--- src/rtl/factorial_core.sv ---
// Sequential N! engine: reads N from the register file, runs one 128x64 multiply per
// cycle, and writes the 128-bit result back as high/low words. Optional status write: FACT_STATUS_WB_EN.
module factorial_core #(
  parameter logic [2:0]  ADDR_OPERAND = 3'd1,
  parameter logic [2:0]  ADDR_RES_H   = 3'd2,
  parameter logic [2:0]  ADDR_RES_L   = 3'd3,
  parameter logic [2:0]  ADDR_STATUS  = 3'd4,
  parameter int unsigned MAX_N        = 34
) (
  input  logic        clk,
  input  logic        reset,
  input  logic        start,
  output logic [2:0]  rd_addr,
  input  logic [63:0] rd_data,
  output logic        wr_en,
  output logic [2:0]  wr_addr,
  output logic [63:0] wr_data,
  output logic        busy,
  output logic        done,
  output logic        error
);

  typedef enum logic [2:0] {
    S_IDLE, S_READ, S_MUL, S_WR_H, S_WR_L, S_WR_S, S_DONE
  } state_e;

  state_e         state_q, state_d;
  logic [127:0]   acc_q, acc_d;
  logic [5:0]     cnt_q, cnt_d;
  logic           error_q, error_d;

  // NOTE: state flops use non-blocking assignments so every flop samples pre-edge values.
  always_ff @(posedge clk) begin
    if (reset) begin
      state_q <= S_IDLE;
      acc_q   <= '0;
      cnt_q   <= '0;
      error_q <= 1'b0;
    end else begin
      state_q <= state_d;
      acc_q   <= acc_d;
      cnt_q   <= cnt_d;
      error_q <= error_d;
    end
  end

  // NOTE: every signal gets a default before the case so no path infers a latch.
  always_comb begin
    state_d = state_q;
    acc_d   = acc_q;
    cnt_d   = cnt_q;
    error_d = error_q;
    case (state_q)
      S_IDLE: begin
        if (start) begin
          state_d = S_READ;
          error_d = 1'b0;
        end
      end
      S_READ: begin
        if (rd_data > 64'(MAX_N)) begin
          acc_d   = '0;
          error_d = 1'b1;
          state_d = S_WR_H;
        end else if (rd_data <= 64'd1) begin
          acc_d   = 128'd1;
          state_d = S_WR_H;
        end else begin
          acc_d   = 128'd1;
          cnt_d   = rd_data[5:0];
          state_d = S_MUL;
        end
      end
      S_MUL: begin
        // Counts down N..2 multiplying, then one cycle at cnt==1 to leave.
        if (cnt_q > 6'd1) begin
          acc_d = acc_q * 128'(cnt_q);
          cnt_d = cnt_q - 6'd1;
        end else begin
          state_d = S_WR_H;
        end
      end
      S_WR_H: state_d = S_WR_L;
`ifdef FACT_STATUS_WB_EN
      S_WR_L: state_d = S_WR_S;
      S_WR_S: state_d = S_DONE;
`else
      S_WR_L: state_d = S_DONE;
`endif
      S_DONE: state_d = S_IDLE;
      default: state_d = S_IDLE;
    endcase
  end

  // Moore outputs: decoded purely from registered state and accumulator.
  always_comb begin
    wr_en   = 1'b0;
    wr_addr = 3'd0;
    wr_data = 64'd0;
    case (state_q)
      S_WR_H: begin
        wr_en   = 1'b1;
        wr_addr = ADDR_RES_H;
        wr_data = acc_q[127:64];
      end
      S_WR_L: begin
        wr_en   = 1'b1;
        wr_addr = ADDR_RES_L;
        wr_data = acc_q[63:0];
      end
`ifdef FACT_STATUS_WB_EN
      S_WR_S: begin
        wr_en   = 1'b1;
        wr_addr = ADDR_STATUS;
        wr_data = {62'd0, error_q, 1'b1};
      end
`endif
      default: ;
    endcase
  end

  assign rd_addr = ADDR_OPERAND;
  assign busy    = (state_q != S_IDLE);
  assign done    = (state_q == S_DONE);
  assign error   = error_q;

endmodule
--- config.mk ---
export PLATFORM = sky130hd
export DESIGN_NAME = factorial_core
export DESIGN_NICKNAME = d
export VERILOG_FILES = /design/src/rtl/factorial_core.sv
export SDC_FILE = /design/constraint.sdc
export NUM_CORES = 2
export LEC_CHECK = 0
export BUFFER_PORTS_ARGS = -buffer_cell sky130_fd_sc_hd__buf_2
export CORE_MARGIN = 5
export CORE_UTILIZATION = 60
export CTS_CLUSTER_SIZE = 25
export DETAILED_ROUTE_END_ITERATION = 10
export PLACE_DENSITY_LB_ADDON = 0.2
export SYNTH_ARGS = -nofsm -noshare
export SYNTH_HDL_FRONTEND = slang
export SYNTH_SLANG_ARGS = --single-unit
--- constraint.sdc ---
create_clock -name clk -period 8.24 [get_ports clk]
set_clock_uncertainty 0.2 [all_clocks]
set_input_delay 1.648 -clock clk [delete_from_list [all_inputs] [get_ports clk]]
set_output_delay 1.648 -clock clk [all_outputs]
set_load 0.03 [all_outputs]
; ---- Word-level counts from Yosys, hierarchy flattened
; Index checks and enable logic that the tools add are counted.
[word_totals]
reg_bits = 138
word_cells = 47
out_inout_bits = 74
input_bits = 67
[op_classes]
reduce_logical = 9
n_mul = 1
addsub = 1
n_lt_le_gt_ge = 3
eq_ne = 11
mux = 18
[op_table]
columns = cell, n
row1 = case mux 128 bit (2 select lines), 1
row2 = multiplier 128 x 6 -> 128 bit, 1
row3 = 2-to-1 mux 128 bit, 1
row4 = case mux 64 bit (2 select lines), 1
row5 = > comparator 64 x 6 -> 1 bit (second input constant), 1
row6 = less-or-equal comparator 64 x 1 -> 1 bit (second input constant), 1
row7 = 2-to-1 mux 6 bit, 3
row8 = case mux 3 bit (5 select lines), 1
row9 = inequality test 2 bit (second input constant), 6
row10 = case mux 6 bit (2 select lines), 1
row11 = equality test 3 x 2 -> 1 bit (second input constant), 2
row12 = equality test 3 bit (second input constant), 2
row13 = > comparator 6 x 1 -> 1 bit (second input constant), 1
row14 = 2-to-1 mux 1 bit, 6
row15 = 2-to-1 mux 3 bit, 2
row16 = subtractor 6 x 1 -> 6 bit (second input constant), 1
row17 = case mux 2 bit (2 select lines), 1
row18 = AND reduction 2 bit, 2
row19 = AND reduction 4 bit, 1
row20 = nonzero test 2 bit, 2
row21 = equality test 3 x 1 -> 1 bit (second input constant), 1
row22 = logical NOT 3 bit, 1
row23 = AND reduction 3 bit, 1
row24 = nonzero test 3 bit, 1
row25 = 2 further kinds, 2

; ---- Depth between registers and ports, before layout
[logic_depth]
word_depth = 4
mapped_depth = 23

; ---- Least setup slack after synthesis
; OpenSTA, ideal clock, no wires.
[synth_path]
path_kind = register -> register
start = reg cnt_q[3]
end = reg acc_q[112]
arrival_ps = 5776
period_less_slack_ps = 6036
path_stages_with_launch = 21
required_time_ps = 7980
slack_ps = 2204
setup_ps = 60
path_buffers = 4
cell_sequence = dfxtp_1 -> clkbuf_1 -> clkbuf_1 -> clkbuf_1 -> and2_1 -> fa_1 -> fa_1 -> inv_1 -> fa_1 -> inv_1 -> ha_1 -> clkbuf_1 -> nand4_1 -> or3_1 -> or4_1 -> o21a_1 -> o41ai_2 -> a31oi_1 -> o31ai_2 -> mux2_2 -> nand2_1
[synth_via]
elab_chain_len = 3
elab_cells_between_ends = 6
cone_classes = 1 x mul / 1 x order compare / 1 x eq/ne / 2 x mux / 1 x reduce/logical
[synth_rtl]
columns = item, line
row1 = start: declaration, 29  ; logic [5:0] cnt_q, cnt_d;
row2 = start signal: assignment, 42  ; cnt_q <= cnt_d;
row3 = multiplier 128 x 6 -> 128 bit / > comparator 6 x 1 -> 1 bit (equally long branches), "77, 76"
row4 = 2-to-1 mux 128 bit / inequality test 2 bit (equally long branches), -
row5 = case mux 128 bit (2 select lines) / AND reduction 2 bit (equally long branches), -
row6 = end signal: assignment, 36  ; acc_q <= '0;
row7 = end signal: assignment, 41  ; acc_q <= acc_d;
row8 = end: declaration, 28  ; logic [127:0] acc_q, acc_d;
; Parallel ways exist; a longest one is shown, timed or not. The select of a mux whose other input is x is not followed.
; A chain may end at the register's enable or synchronous reset.

; ---- Final worst setup path
[layout_path]
start = reg cnt_q[4]
end = reg acc_q[112]
; Same word-level chain as after synthesis.

==> results.py <==
metrics = {
    "cells_and_area": {
        "layout_commonest_cell": "and2_1",
        "syn_to_final_growth_pct": 4.705,
        "multi_input_area_mm2": 0.02485,
        "n_antenna_cell": 0,
        "fillers": 4542,
        "drive_gt1_share_pct": 5.815,
        "fin_cells": 4549,
        "nets": 4548,
        "final_cell_mix": "and2_1 (685), inv_1 (651), fa_1 (493), nand2_1 (322), a21oi_1 (252)",
        "register_area_mm2": 0.002785,
    },
    "synth": {
        "yosys_warnings": 0,
        "synth_edf_count": 0,
        "seq_area_frac_synth_pct": 8.932,
        "ys_async_sr_fraction_pct": 0,
        "ys.flop_type": "dfxtp_1",
        "synth_area_per_cell_um2": 7.913,
        "ys_types": 68,
        "ys_ff_latch": 138,
        "synthCells": 3909,
        "syn_area_mm2": 0.03093,
    },
    "global_route": {
        "grt-ovfl-total": 0,
        "antenna_found_initial": 0,
        "grt_pass1_vias": 27280,
        "gr-usage-all-layers_pct": 32.10,
        "grt_max_degree": 85,
        "grt_pass1_wl_um": 147000,
    },
    "timing": {
        "worst_pin_slew_ns": 1.188,
        "period_share_pct": 87.13,
        "max_freq_ghz": 0.1393,
        "setup_slack_ns": 1.061,
        "setup_viol": 0,
        "finalHoldViolations": 0,
        "maxSlewViolCount": 0,
        "fin_crit_ns": 7.179,
        "rsz0062_at_grt": "no",
        "slew_headroom_pct": 20.54,
        "fin_setup_tns_ns": 0,
    },
    "place": {
        "gp_congestion": 0.9786,
        "port_buffers": 136,
        "dp.cells": 4517,
        "dpl.hpwl_um": 68450,
        "place_ws_ns": 1.237,
    },
    "power_and_ir_drop": {
        "power.density_mw_per_mm2": 77.35,
        "p_leak_nw": 15.56,
        "total_power_mw": 2.505,
        "vdd_drop_max_mv": 0.2027,
    },
    "drt": {
        "drc": 0,
        "dr.pass1.iters": 6,
        "wire_per_inst_um": 19.71,
        "dr_total_vias": 26710,
        "drt-initial-drc-count": 2285,
        "ant_nets": 0,
        "via_per_inst": 5.871,
        "drt-total-wl_um": 89650,
    },
    "floorplanning": {
        "core-area_mm2": 0.05120,
        "row_count": 83,
        "die_y_um": 237.1,
        "die_area_mm2": 0.05619,
        "initial_core_util_pct": 60.41,
        "die_x_um": 237.1,
        "io_pins": 141,
    },
    "critical_path": {
        "path_cells": "buf_4 -> and2_1 -> fa_1 -> fa_1 -> inv_1 -> fa_1 -> inv_1 -> ha_1 -> nand2_1 -> nor4_1 -> a22oi_1 -> a31oi_1 -> a31oi_1 -> o21a_1 -> o41ai_2 -> buf_4 -> a31oi_1 -> o31ai_2 -> mux2_2 -> nand2_1",
        "criticalPathCategory": "register to register",
        "cp.required_ns": 8.44,
        "path_depth": 20,
        "crit_family": "compound AO/OA/AOI/OAI gates",
        "path_max_fanout": 78,
        "worst_path_max_delay_cell": "dfxtp_4",
        "slowest_delay_ns": 0.89,
        "rr_worst_depth": 20,
        "critPathCaptureType": "register",
        "start_kind": "register",
        "arrival_ns": 7.38,
        "crit_buf_inv": 4,
    },
    "clock_network": {
        "cts_sinks": 138,
        "cts_resized": 0,
        "cts_buffers": 17,
        "path_clk_slew_ns": 0.07,
        "cts.path.max_buffers": 2,
        "clk-insertion-delay-late_ns": 0.46,
        "cts.hold.buffers_added": 0,
        "clock-root-buffer": "clkbuf_16",
        "htreeDepth": 4,
        "cts_tree": "done",
        "post-cts-setup-buffer-count": 0,
    },
    "job": {
        "cap_violations": 0,
    },
    "outcome": {
        "run_status": "completed",
    },
    "min_path": {
        "hp-class": "register to register",
        "whs_path_depth": 2,
    },
}
[cell type report]
cell class,instances,area share [%]
well taps,680,2.627
flip-flops and latches,138,8.600
clock inverters,11,0.2241
repair buffers,161,2.836
inverters,651,7.545
multi-input cells,2887,76.72
clock buffers,21,1.453
[report_power, final]
part / switching, mW / leakage [nW] / internal (mW)
Sequential: 0.305 / 1.12 / 0.694
Combinational: 0.583 / 14.2 / 0.158
Clock: 0.358 / 0.261 / 0.407
[kinds of logic after synthesis]
logic type	Yosys count	share of synthesized area, %
AND/OR/NAND/NOR	1407	24.60
buffers and inverters	886	10.85
AO/OA/AOI/OAI	722	14.67
adder cells (fa/ha/maj)	625	37.25
flip-flops	138	8.932
XOR/XNOR	124	3.511
multiplexers	5	0.1659
other	2	0.02428
[path summary, 6_finish.rpt]
path                         startpoint  slack [ns]                 endpoint
setup / recovery  cnt_q[4]$_SDFFE_PP0P_        1.06  acc_q[112]$_SDFFE_PP0P_
hold / removal       error$_SDFFE_PP0P_        0.32       error$_SDFFE_PP0P_
setup reg to reg  cnt_q[4]$_SDFFE_PP0P_        1.06  acc_q[112]$_SDFFE_PP0P_
hold reg to reg      error$_SDFFE_PP0P_        0.32       error$_SDFFE_PP0P_
[state kept, by name (all words and copies together) (netlist names)]
signal and cells:
state_q 3, cnt_q 6, error 1, acc_q 128
[synthesized netlist by cell type (all sizes together) (9+ instances only)]
cell | n | share of area [%]
a21boi | 11 | 0.27
a21o | 60 | 1.5
a21oi | 253 | 4.1
a221oi | 11 | 0.31
a22o | 69 | 2.0
a22oi | 9 | 0.22
a31oi | 16 | 0.32
and2 | 685 | 14
and3 | 11 | 0.22
buf | 26 | 0.41
clkbuf | 209 | 2.5
dfxtp | 138 | 8.9
fa | 493 | 32
ha | 132 | 5.3
inv | 651 | 7.9
nand2 | 322 | 3.9
nand3 | 73 | 1.2
nand4 | 73 | 1.5
nor2 | 123 | 1.5
nor2b | 11 | 0.22
nor3 | 39 | 0.63
nor4 | 22 | 0.44
o21a | 18 | 0.44
o21ai | 167 | 2.7
o21bai | 51 | 1.2
o31ai | 14 | 0.37
or3 | 11 | 0.22
xnor2 | 79 | 2.2
xor2 | 45 | 1.3
[metrics by stage]
step / hold WS [ns] / utilization (%) / area, um^2
global route: 0.3815 / 63.26 / 32390
CTS: 0.3336 / 63.26 / 32390
floorplan: 0.2606 / - / 30940
finish: 0.3247 / 63.26 / 32390
global placement: 0.2957 / 62.20 / 31840
detailed placement: 0.3098 / 62.20 / 31840
[per-layer routing]
metal	GRT usage, %	vias to the layer above	share of wire (%)
met5	0	-	0
met4	10.90	0	3.4
li1	-	12240	-
met1	44.54	13100	43
met3	6.301	165	8.9
met2	50.75	1205	45
[tightest hold or removal path: cells and delay by family (launching register included)]
| family | cells | cell delay, ns |
|---|---|---|
| flops | 1 | 0.34 |
| simple gates | 1 | 0.08 |
| compound gates | 1 | 0.07 |
(Power assumes the default switching activity.)
